`src/rtl/ovl_width_pkg.sv`:
```
// ovl_width_pkg: shared types and constants for the multi-channel OVL width checker.
//   ch_state_e : per-channel FSM states (IDLE, HIGH, OVER)
//   COV_W      : width of each per-channel legal-pulse coverage counter
//   params_ok  : elaboration-time sanity check of the checker parameters
package ovl_width_pkg;

  typedef enum logic [1:0] {
    IDLE = 2'd0,
    HIGH = 2'd1,
    OVER = 2'd2
  } ch_state_e;

  localparam int COV_W = 16;

  // True when the parameter set is usable: channel count in range, both
  // thresholds below the counter's top value, and MAX not below MIN when
  // both checks are active.
  function automatic bit params_ok(input int num_ch, input int min_cks,
                                   input int max_cks, input int cnt_w);
    longint lim;
    lim = (longint'(1) << cnt_w) - 1;
    params_ok = 1'b1;
    if (num_ch < 1 || num_ch > 32)                         params_ok = 1'b0;
    if (cnt_w < 1 || cnt_w > 30)                           params_ok = 1'b0;
    if (longint'(min_cks) >= lim)                          params_ok = 1'b0;
    if (longint'(max_cks) >= lim)                          params_ok = 1'b0;
    if (min_cks < 0 || max_cks < 0)                        params_ok = 1'b0;
    if (min_cks != 0 && max_cks != 0 && max_cks < min_cks) params_ok = 1'b0;
  endfunction

endpackage

```
`src/rtl/ovl_width_ch.sv`:
```
// ovl_width_ch: one channel of the width checker.
//   clock, reset : rising-edge clock, synchronous active-high reset
//   enable       : checker enable; low forces IDLE and discards any pulse
//   test_expr    : monitored signal (X/Z behaves as 0)
//   fire_min     : registered 1-cycle pulse, a pulse shorter than MIN_CKS ended
//   fire_max     : registered 1-cycle pulse, a pulse ran past MAX_CKS
//   cov_pulses   : legal-pulse counter (saturating), zero unless OVL_WIDTH_COV_EN
//   state        : current FSM state, exported for checker binding
// Optional feature macro: OVL_WIDTH_COV_EN enables the coverage counter.
//
// Handshake note: this block has no valid/ready interface; every input is
// sampled on each rising clock edge.
module ovl_width_ch
  import ovl_width_pkg::*;
#(
  parameter int MIN_CKS = 3,
  parameter int MAX_CKS = 5,
  parameter int CNT_W   = 8
) (
  input  logic             clock,
  input  logic             reset,
  input  logic             enable,
  input  logic             test_expr,
  output logic             fire_min,
  output logic             fire_max,
  output logic [COV_W-1:0] cov_pulses,
  output ch_state_e        state
);

  localparam logic [CNT_W-1:0] MIN_C = CNT_W'(MIN_CKS);
  localparam logic [CNT_W-1:0] MAX_C = CNT_W'(MAX_CKS);

  ch_state_e        state_q, state_d;
  logic [CNT_W-1:0] cnt_q, cnt_d;
  logic             fire_min_q, fire_min_d;
  logic             fire_max_q, fire_max_d;
  logic             min_short;
  logic             max_hit;

  // A zero threshold disables its check entirely.
  if (MIN_CKS != 0) begin : g_min
    assign min_short = (cnt_q < MIN_C);
  end else begin : g_no_min
    assign min_short = 1'b0;
  end

  if (MAX_CKS != 0) begin : g_max
    assign max_hit = (cnt_q == MAX_C);
  end else begin : g_no_max
    assign max_hit = 1'b0;
  end

  always_comb begin
    state_d    = state_q;
    cnt_d      = cnt_q;
    fire_min_d = 1'b0;
    fire_max_d = 1'b0;
    if (!enable) begin
      state_d = IDLE;
      cnt_d   = '0;
    end else begin
      unique case (state_q)
        IDLE: begin
          if (test_expr) begin
            state_d = HIGH;
            cnt_d   = CNT_W'(1);
          end
        end
        HIGH: begin
          if (test_expr) begin
            if (max_hit) begin
              fire_max_d = 1'b1;
              state_d    = OVER;
            end else if (cnt_q != '1) begin
              // Saturate so an unbounded pulse (MAX_CKS=0) cannot wrap.
              cnt_d = cnt_q + CNT_W'(1);
            end
          end else begin
            fire_min_d = min_short;
            state_d    = IDLE;
            cnt_d      = '0;
          end
        end
        OVER: begin
          // Already reported; the tail of the pulse is ignored.
          if (!test_expr) begin
            state_d = IDLE;
            cnt_d   = '0;
          end
        end
        default: begin
          state_d = IDLE;
          cnt_d   = '0;
        end
      endcase
    end
  end

  always_ff @(posedge clock) begin
    if (reset) begin
      state_q    <= IDLE;
      cnt_q      <= '0;
      fire_min_q <= 1'b0;
      fire_max_q <= 1'b0;
    end else begin
      state_q    <= state_d;
      cnt_q      <= cnt_d;
      fire_min_q <= fire_min_d;
      fire_max_q <= fire_max_d;
    end
  end

  assign fire_min = fire_min_q;
  assign fire_max = fire_max_q;
  assign state    = state_q;

`ifdef OVL_WIDTH_COV_EN
  logic             legal_end;
  logic [COV_W-1:0] cov_q, cov_d;

  always_comb begin
    legal_end = enable && (state_q == HIGH) && !test_expr && !min_short;
    cov_d     = cov_q;
    if (legal_end && (cov_q != '1)) cov_d = cov_q + COV_W'(1);
  end

  always_ff @(posedge clock) begin
    if (reset) cov_q <= '0;
    else       cov_q <= cov_d;
  end

  assign cov_pulses = cov_q;
`else
  assign cov_pulses = '0;
`endif

endmodule

```
`src/rtl/ovl_width_mc.sv`:
```
// ovl_width_mc: multi-channel OVL pulse-width checker.
//   clock, reset : rising-edge clock, synchronous active-high reset
//   enable       : global checker enable
//   test_expr    : NUM_CH monitored lines, one per channel
//   clr_status   : synchronous clear of err_status (a same-cycle set wins)
//   fire_min     : per-channel 1-cycle pulse, short pulse ended
//   fire_max     : per-channel 1-cycle pulse, pulse exceeded MAX_CKS
//   fire         : OR of all fire_min/fire_max bits, same cycle
//   err_status   : sticky per-channel violation flags
//   cov_pulses   : NUM_CH x 16-bit legal-pulse counters (OVL_WIDTH_COV_EN)
// Optional feature macro: OVL_WIDTH_COV_EN.
module ovl_width_mc
  import ovl_width_pkg::*;
#(
  parameter int NUM_CH  = 4,
  parameter int MIN_CKS = 3,
  parameter int MAX_CKS = 5,
  parameter int CNT_W   = 8
) (
  input  logic                    clock,
  input  logic                    reset,
  input  logic                    enable,
  input  logic [NUM_CH-1:0]       test_expr,
  input  logic                    clr_status,
  output logic [NUM_CH-1:0]       fire_min,
  output logic [NUM_CH-1:0]       fire_max,
  output logic                    fire,
  output logic [NUM_CH-1:0]       err_status,
  output logic [NUM_CH*COV_W-1:0] cov_pulses
);

  if (!params_ok(NUM_CH, MIN_CKS, MAX_CKS, CNT_W)) begin : g_bad_params
    $error("ovl_width_mc: illegal NUM_CH/MIN_CKS/MAX_CKS/CNT_W combination");
  end

  // Per-channel FSM state, kept visible for bound checkers.
  ch_state_e ch_state [NUM_CH];

  logic [NUM_CH-1:0] err_status_q, err_status_d;

  for (genvar i = 0; i < NUM_CH; i++) begin : g_ch
    ovl_width_ch #(
      .MIN_CKS (MIN_CKS),
      .MAX_CKS (MAX_CKS),
      .CNT_W   (CNT_W)
    ) u_ch (
      .clock      (clock),
      .reset      (reset),
      .enable     (enable),
      .test_expr  (test_expr[i]),
      .fire_min   (fire_min[i]),
      .fire_max   (fire_max[i]),
      .cov_pulses (cov_pulses[i*COV_W +: COV_W]),
      .state      (ch_state[i])
    );
  end

  assign fire = |{fire_min, fire_max};

  // Clear first, then OR in new fires so a same-cycle set survives the clear.
  always_comb begin
    err_status_d = clr_status ? '0 : err_status_q;
    err_status_d = err_status_d | fire_min | fire_max;
  end

  always_ff @(posedge clock) begin
    if (reset) err_status_q <= '0;
    else       err_status_q <= err_status_d;
  end

  assign err_status = err_status_q;

endmodule

```
`config.mk`:
```
export PLATFORM = sky130hd
export DESIGN_NAME = ovl_width_mc
export DESIGN_NICKNAME = d
export VERILOG_FILES = /design/src/rtl/ovl_width_pkg.sv /design/src/rtl/ovl_width_ch.sv /design/src/rtl/ovl_width_mc.sv
export SDC_FILE = /design/constraint.sdc
export NUM_CORES = 1
export LEC_CHECK = 0
export ABC_AREA = 0
export CAP_MARGIN = 20
export CORE_ASPECT_RATIO = 0.9
export CORE_MARGIN = 1.5
export CORE_UTILIZATION = 55
export DETAILED_ROUTE_END_ITERATION = 7
export PLACE_DENSITY = 0.88
export SETUP_SLACK_MARGIN = 0.5
export SYNTH_ARGS = -nofsm -noshare
export SYNTH_HDL_FRONTEND = slang
export SYNTH_HIERARCHICAL = 1
export SYNTH_SLANG_ARGS = --single-unit
```
`constraint.sdc`:
```
create_clock -name clock -period 4.62 [get_ports clock]
set_input_delay 0.693 -clock clock [delete_from_list [all_inputs] [get_ports clock]]
set_output_delay 0.693 -clock clock [all_outputs]
set_load 0.005 [all_outputs]
```
Word-level counts from Yosys, hierarchy flattened
Index checks and enable logic that the tools add are counted.
W data, S select, Z words.
- reduce and logical (&&, ||, !) cells: 22
- $add $sub $neg: 4
- eq/ne operators: 36
- bitwise logic cells: 11
- $mul: 0
- multiplexer cells: 49
- div/mod/pow operators: 0
- magnitude comparators: 4
- shift-type cells: 0
- operator list (cell ; count):
    $mux W8 ; 20
    $pmux W8 S3 ; 4
    $add A8 B1 Y8 const B ; 4
    $eq A8 B3 Y1 const B ; 4
    $lt A8 B2 Y1 const B ; 4
    $mux W2 ; 16
    $ne A8 B8 Y1 const B ; 4
    $reduce_or A4 Y1 ; 8
    $ne A3 B2 Y1 const B ; 8
    $pmux W2 S3 ; 4
    $ne A2 B2 Y1 const B ; 8
    $reduce_and A4 Y1 ; 4
    $ne A3 B3 Y1 const B ; 4
    $reduce_and A3 Y1 ; 4
    $not A1 Y1 ; 9
    $eq A2 B1 Y1 const B ; 4
    $eq A2 B2 Y1 const B ; 4
    $logic_not A2 Y1 ; 4
    $or A4 B4 Y4 ; 2
    $reduce_or A8 Y1 ; 1
    $mux W1 ; 4
    $mux W4 ; 1
    $reduce_or A2 Y1 ; 1
- memories: 0
- output and inout bits: 77
- RAM bits: 0
- ROM bits: 0
- register bits after elaboration: 52
- word-level logic and storage cells: 143
- bits in latches: 0

Longest topological paths before layout
Gate-level depths: netlist of the first run.
- word-level depth: 5
- gate-level depth with buffers: 6
- mapped depth without buffers: 5

Cells and area by module
The synthesis of the first run kept the hierarchy.
- by module, submodules not included (module ; cells each ; area each (um2) ; times used ; sequential area each (um2)):
    ovl_width_ch at g_ch[0].u_ch ... ; 110 ; 867.1 ; 3 ; 240.2
    ovl_width_ch at g_ch[3].u_ch ; 112 ; 925.9 ; 1 ; 240.2
    ovl_width_mc ; 17 ; 146.4 ; 1 ; 80.1

Least setup slack after synthesis of the first run
OpenSTA, ideal clock, no wires.
- kind: in2reg
- start: input port test_expr[3]
- end: register g_ch[3].u_ch.cnt_q[6]
- arrival: 1.534 ns
- cell stages on the path: 5
- setup time: 0.112 ns
- data required time: 4.508 ns
- slack: 2.974 ns
- cells stage by stage: and2b_1 and2_1 clkbuf_4 a21oi_1 a2111oi_1
- cells in the longest elaborated chain, start to end: 2
- elaborated cells on any way between the ends: 7
- classes of those cells: eq/ne: 4; mux: 2; reduce/logical: 1
- ends and longest elaborated chain (element ; RTL line ; RTL):
    from (decl) ; ovl_width_mc.sv:23 ; input logic [NUM_CH-1:0] test_expr,
    $ne A3 B3 Y1 (no source line), or another cell as far along ; n/a ;
    $reduce_and A4 Y1 (no source line) or $pmux W8 S3 (tied branches) ; n/a ;
    to (signal assigned) ; ovl_width_ch.sv:107 ; cnt_q <= cnt_d;
    to (decl) ; ovl_width_ch.sv:34 ; logic [CNT_W-1:0] cnt_q, cnt_d;
Parallel ways exist; a longest one is shown, timed or not.
A chain may end at the register's enable or synchronous reset.

Worst setup path after layout of the first run
- start: register g_ch[2].u_ch.fire_max_q
- end: output port fire
- cells in the longest elaborated chain, start to end: 1
- ends and longest elaborated chain (element ; RTL line ; RTL):
    from (decl) ; ovl_width_ch.sv:36 ; logic fire_max_q, fire_max_d;
    from (signal assigned) ; ovl_width_ch.sv:109 ; fire_max_q <= fire_max_d;
    $reduce_or A8 Y1 ; ovl_width_mc.sv:58 ; assign fire = |{fire_min, fire_max};
    to (decl) ; ovl_width_mc.sv:27 ; output logic fire,
No other way between the ends.

==> results of run 1 <==
[state kept, by name, indices dropped and copies added, names as in the netlist]
register,count
err_status,4
g_ch.u_ch/fire_min,4
g_ch.u_ch/state,8
g_ch.u_ch/fire_max,4
g_ch.u_ch/cnt_q,32
[placed cells by master, fill, tap and decap left out, types with 4 or more instances in the layout]
| cell type | n |
|---|---|
| conb_1 | 64 |
| dfxtp_1 | 52 |
| nand2_1 | 36 |
| nor2_1 | 27 |
| a21oi_1 | 24 |
| nand3_1 | 24 |
| clkdlybuf4s50_1 | 20 |
| nor3_1 | 18 |
| a31oi_1 | 16 |
| nand2b_1 | 14 |
| nor4_1 | 13 |
| and3_1 | 11 |
| nand4_1 | 10 |
| nor2b_1 | 9 |
| nand3b_1 | 8 |
| ha_1 | 8 |
| nand4b_1 | 7 |
| o311ai_1 | 7 |
| or3_1 | 7 |
| clkbuf_8 | 5 |
| inv_1 | 5 |
| and4_1 | 5 |
| o2111ai_1 | 5 |
| nor3_2 | 4 |
| nor2_2 | 4 |
| o211ai_1 | 4 |
[layout make-up]
cell class	instances	area [um2]
Fill cell	602	2860
Multi-Input combinational cell	373	2190
Sequential cell	52	1040
Timing Repair Buffer	20	200
Tap cell	90	113
Clock buffer	5	68.8
Clock inverter	1	30.0
Inverter	5	18.8
[worst register-to-register path, cell delays in order (launching register included)]
cell	delay [ns]
dfxtp_1	0.46
ha_1	0.32
nand4_1	0.20
nor2_2	0.35
nor4_1	0.10
a211o_1	0.27
[power by group through the flow]
stage	Combinational (mW)	Sequential [mW]	Clock, mW
finish	0.0729	0.463	0.305
global route	0.0839	0.464	0.329
CTS	0.0710	0.462	0.316
detailed placement	0.0705	0.473	0
global placement	0.0693	0.472	0
floorplan	0.0940	0.468	0
[path summary, 6_finish.rpt]
path / startpoint / endpoint / slack, ns / cells after the start
setup reg to reg: g_ch[2].u_ch/cnt_q[0] / g_ch[2].u_ch/cnt_q[0] / 2.83 / 5
setup / recovery: g_ch[2].u_ch/fire_max / fire / 2.50 / 3
hold / removal: err_status[0] / err_status[0] / 0.50 / 2
hold reg to reg: err_status[0] / err_status[0] / 0.50 / 2
[metal layers]
| layer | track usage | vias up |
|---|---|---|
| met5 | 0 | - |
| met4 | 0.0692 | 0 |
| met3 | 0.0380 | 11 |
| met2 | 0.332 | 175 |
| met1 | 0.290 | 1443 |
| li1 | - | 1551 |
[cells by family (layout without fill, tap and decap cells)]
logic type	after synthesis	after routing	share of synthesized area
DFF	52	52	0.283
other	4	64	0.00409
AOI/OAI and AO/OA	79	79	0.149
muxes	3	3	0.00817
buffers and inverters	94	31	0.182
xor gates and xnor gates	3	3	0.00715
and+or+nand+nor	216	216	0.339
adders and majority gates	8	8	0.0272
[per-stage QoR]
step | hold WS [ns] | instances | power (mW) | cell area (um2) | utilization
finish | 0.500 | 546 | 0.840 | 3660 | 0.562
global route | 0.518 | 546 | 0.877 | 3660 | 0.562
global placement | 0.461 | 540 | 0.541 | 3560 | 0.547
detailed placement | 0.484 | 540 | 0.543 | 3560 | 0.547
CTS | 0.499 | 546 | 0.849 | 3660 | 0.562
floorplan | 0.460 | 519 | 0.562 | 3900 | -
==> metrics.txt, run 1 <==
status=completed; final HPWL from detailed placement=5.36 mm; final hold viol count=0; Yosys warnings=6; RSZ-0062 raised after global routing=no; vias per inst=5.82; Post CTS Setup Buffer Count=0; Post-synth ARST share=0; WP buf/inv=1; Setup WS pre-CTS=2.28 ns; CTS tree=done; via count=3180; Yosys cell types=53; crit share post-route=0.458; Metal-1 WL=3.34 mm; largest cells by area after synthesis=dfxtp_1 28%, buf_4 13%, nand2_1 3.7%; Crit-path slowest cell=clkdlybuf4s50_1; number of buffers created by CTS=5; Switch Pwr=207 uW; maximum vdd drop=105 uV; H-tree depth=2; post-synthesis sequential area ratio=0.283; Synth Cell Area=3670 um2; synth cell count leaders=66 x buf_4, 52 x dfxtp_1, 36 x nand2_1, 27 x nor2_1; Final nets=473; Switching Share=0.247; initial antenna violation count=0; CTS max path bufs=2; Logic pwr share=0.087; antenna viol nets, final=0; GP Congestion=0.918; Total Routing Usage GR=0.211; Top Layer Used=met4; Fmax=0.473 GHz; clk_skew=0.00714 ns; met2 routed WL=3.50 mm; Initial Util=0.564; clock power share=0.363; required time worst endpoint=3.93 ns; Synth top area share=0.283; Slew headroom=0.641; clk sinks=52; HP Class=flip-flop to flip-flop; met3 wire len=637 um; Die W=89.1 um; DR DRC count=0; Static Leak=1.33 nW; Worst setup SP type=flip-flop; Largest delay share family, worst path=buffers and inverters; Synth Flop Type=dfxtp_1; site row count=28; Area Growth Syn to Fin=-0.341%; Max-cap violations=0; core area=6520 um2; power density over cell area=230 nW/um2; final WL=7.58 mm; PortBufs=20; CP cell instances=nor2_1, nand4_1, clkdlybuf4s50_1; Reg clk slew, reported paths=0.09 ns; count of flip-flops with a built-in enable after synthesis=0; largest net degree at the start of global routing=15; grt total ovfl=0; top-count cell post-synth=buf_4; die footprint=7180 um2; Flop pwr share=0.550; CP arrival=1.42 ns; layout cells sized above 1=0.0439; vias in the first global route=2641; first-pass GRT wire length=12.1 mm; cell type with the largest total area after synthesis=dfxtp_1; Clock Latency Late Sink=0.31 ns; DIE HEIGHT=80.5 um; hold buffer count at cts=0; drt pass-1 iters=5; Final Critical Period=2.12 ns; routed len/inst=13.9 um; Root Buffer=clkbuf_8; critical path's largest stage delay=0.47 ns; Synth Instances=459; mean post-synth cell area=8.00 um2; Worst Path Class, Setup=flip-flop to primary output; I/O pins=85; First DRT Iteration DRCs=207; fin worst setup slack=2.50 ns; P_int=633 uW; Worst Tran Pin Value=0.538 ns; CP endpoint kind=primary output; flops & latches, synth=52; CP max FO=2; diode count=0; CTS resizes=0; Fin Setup TNS=0 ns; setup violators final=0; Final Max Tran Viols=0
Power figures use the tool's default switching activity.
==> run 2, diff against run 1 <==
- CORE_UTILIZATION: 55 -> 51
- PLACE_DENSITY: 0.88 -> 0.82
- clock period: 4.62 -> 1.96 ns (I/O delays scaled with it)
==> run 2 against run 1 <==
Effect of this change: first-iteration DRC count rose by 11%; design area rose by 17%; clock skew fell by 0.00095 ns; critical path depth rose by 2; flip-flop and latch count did not move; worst hold slack got worse by 0.15 ns; clock power rose to 2.5 times the previous value; sequential power rose by 140%; critical path type is now flip-flop to flip-flop; critical endpoint is now g_ch[3].u_ch/cnt_q[3]; largest power group unchanged; highest routed layer unchanged.
==> metrics.txt, run 2 (same netlist as run 1, synthesis figures left out) <==
status=completed (unchanged); Max-cap violations=0 (unchanged); crit share post-route=0.753; first-pass GRT wire length=14.3 mm (was 12.1 mm); CP max FO=8 (was 2); number of buffers created by CTS=5 (unchanged); Fin Setup TNS=0 ns (unchanged); Total Routing Usage GR=0.224 (was 0.211); GP Congestion=0.922 (was 0.918); DR DRC count=0 (unchanged); Final nets=513 (was 473); Worst Hold Path Cells=3 (was 2); Worst setup SP type=flip-flop (unchanged); Final Max Tran Viols=0 (unchanged); Static Leak=1.78 nW (was 1.33 nW); RR Startpoint=g_ch[3].u_ch/cnt_q[0] (was g_ch[2].u_ch/cnt_q[0]); layout cells sized above 1=0.273 (was 0.0439); maximum vdd drop=344 uV (was 105 uV); Initial Util=0.525 (was 0.564); fillers=591 (was 602); antenna viol nets, final=0 (unchanged); Reg clk slew, reported paths=0.10 ns (was 0.09 ns); clk sinks=52 (unchanged); RSZ-0062 raised after global routing=yes (was no); via count=3554 (was 3180); r2r endpoint=g_ch[3].u_ch/cnt_q[3] (was g_ch[2].u_ch/cnt_q[0]); largest net degree at the start of global routing=16 (was 15); reg2reg setup slack=0.48 ns (was 2.83 ns); I/O pins=85 (unchanged); First DRT Iteration DRCs=230 (was 207); Final Critical Period=1.48 ns; vias in the first global route=3046 (was 2641); required time worst endpoint=2.19 ns (was 3.93 ns); most common cell after layout, fill and taps aside=conb_1 (unchanged); DIE HEIGHT=83.5 um (was 80.5 um); drt pass-1 iters=4 (was 5); Root Buffer=clkbuf_8 (unchanged); max reg flops=32 (unchanged); final HPWL from detailed placement=5.80 mm (was 5.36 mm); power density over cell area=484 nW/um2 (was 230 nW/um2); final hold viol count=0 (unchanged); PortBufs=20 (unchanged); CP endpoint kind=flip-flop (was primary output); Die W=92.5 um (was 89.1 um); core area=7000 um2 (was 6520 um2); hold buffer count at cts=0 (unchanged); grt total ovfl=0 (unchanged); leading cell types in the layout, fill and taps excluded=64 x conb_1, 38 x buf_4, 32 x nand2_1, 28 x dfxtp_2 (was 64 x conb_1, 52 x dfxtp_1, 36 x nand2_1, 27 x nor2_1); initial antenna violation count=0 (unchanged); final WL=9.36 mm (was 7.58 mm); H-tree depth=2 (unchanged); routed len/inst=15.8 um (was 13.9 um); CP arrival=1.70 ns (was 1.42 ns); setup violators final=0 (unchanged); Area Growth Syn to Fin=16.9% (was -0.341%); clk_skew=0.00619 ns (was 0.00714 ns); Reg with most FFs=g_ch.u_ch/cnt_q (unchanged); Hold Startpoint=test_expr[2] (was err_status[0]); site row count=29 (was 28); CTS tree=done (unchanged); hold slack final=0.354 ns (was 0.500 ns); die footprint=7720 um2 (was 7180 um2); vias per inst=6.01 (was 5.82); Tot Pwr=2.08 mW (was 840 uW); Worst Path Class, Setup=flip-flop to flip-flop (was flip-flop to primary output); Fmax=0.678 GHz; CTS max path bufs=2 (unchanged); diode count=0 (unchanged); worst r2r path cells=5 (unchanged); Clock Latency Late Sink=0.31 ns (about the same); Worst Hold Path EP=g_ch[2].u_ch/state[1] (was err_status[0]); HP Class=input port to flip-flop (was flip-flop to flip-flop)
run 2: changes by cell type in the layout (fill, tap and decap cells not counted), moves of 5 or more:
cell / before / now
nor2_2: 4 / 10
dfxtp_4: 0 / 8
dfxtp_1: 52 / 16
buf_4: 0 / 38
ha_4: 0 / 5
dlygate4sd2_1: 0 / 6
dlymetal6s2s_1: 0 / 10
ha_1: 8 / 3
dfxtp_2: 0 / 28
nor2_1: 27 / 18
clkdlybuf4s50_1: 20 / 3
run 2: stage by stage:
step           utilization  area [um2]  setup slack, ns  instances
6_report             0.613        4290            0.484        591
5_1_grt              0.613        4290            0.398        591
3_3_place_gp         0.524        3670           0.0831        553
4_1_cts              0.575        4030            0.476        573
3_5_place_dp         0.524        3670           0.0487        553
2_1_floorplan            -        3930            0.505        519
run 2: worst max path at each step:
stage / startpoint / end / slack (ns) / depth (start not counted)
CTS: g_ch[1].u_ch/cnt_q[0] / g_ch[1].u_ch/fire_min / 0.48 / 4
finish: g_ch[3].u_ch/cnt_q[0] / g_ch[3].u_ch/cnt_q[3] / 0.48 / 5
floorplan: g_ch[3].u_ch/cnt_q[0] / g_ch[3].u_ch/cnt_q[3] / 0.51 / 6
global placement: test_expr[3] / g_ch[3].u_ch/cnt_q[6] / 0.08 / 5
global route: g_ch[0].u_ch/state[0] / g_ch[0].u_ch/cnt_q[7] / 0.40 / 4
detailed placement: test_expr[3] / g_ch[3].u_ch/cnt_q[6] / 0.05 / 5
run 2: layout make-up:
cell class | instances | area, um2 | area share
Multi-Input combinational cell | 373 | 2410 | 0.560
Sequential cell | 52 | 1110 | 0.258
Timing Repair Buffer | 60 | 526 | 0.122
Clock buffer | 8 | 121 | 0.0283
Tap cell | 93 | 116 | 0.0271
Inverter | 5 | 18.8 | 0.00437
run 2: worst max-delay path, cell delays in order (launching register included):
cell and delay (ns):
dfxtp_4 0.38, ha_4 0.18, nand4_1 0.13, nor2b_4 0.09, or4_1 0.48, a31oi_1 0.14
run 2: timing repair:
action | 4_1_cts | 5_1_grt
endpoints found under the hold margin | 0 | 0
resized for setup | 63 | 51
pin swaps | 13 | 24
gates cloned | 0 | 0
endpoints found under the setup margin | 41 | 42
setup buffers | 12 | 18
run 2: per-layer routing:
| metal | track usage | vias to the layer above | share of wire |
|---|---|---|---|
| met2 | 0.396 | 219 | 0.50 |
| met1 | 0.284 | 1655 | 0.40 |
| met4 | 0.0573 | 0 | 0.026 |
| li1 | - | 1638 | - |
| met5 | 0 | - | 0 |
| met3 | 0.0337 | 42 | 0.074 |
run 2: report_power, final:
group / internal [mW] / switching, mW / leakage, nW / total [mW]
logic: 0.0901 / 0.140 / 1.28 / 0.230
registers: 1.06 / 0.0234 / 0.440 / 1.09
clock network: 0.400 / 0.363 / 0.0627 / 0.763
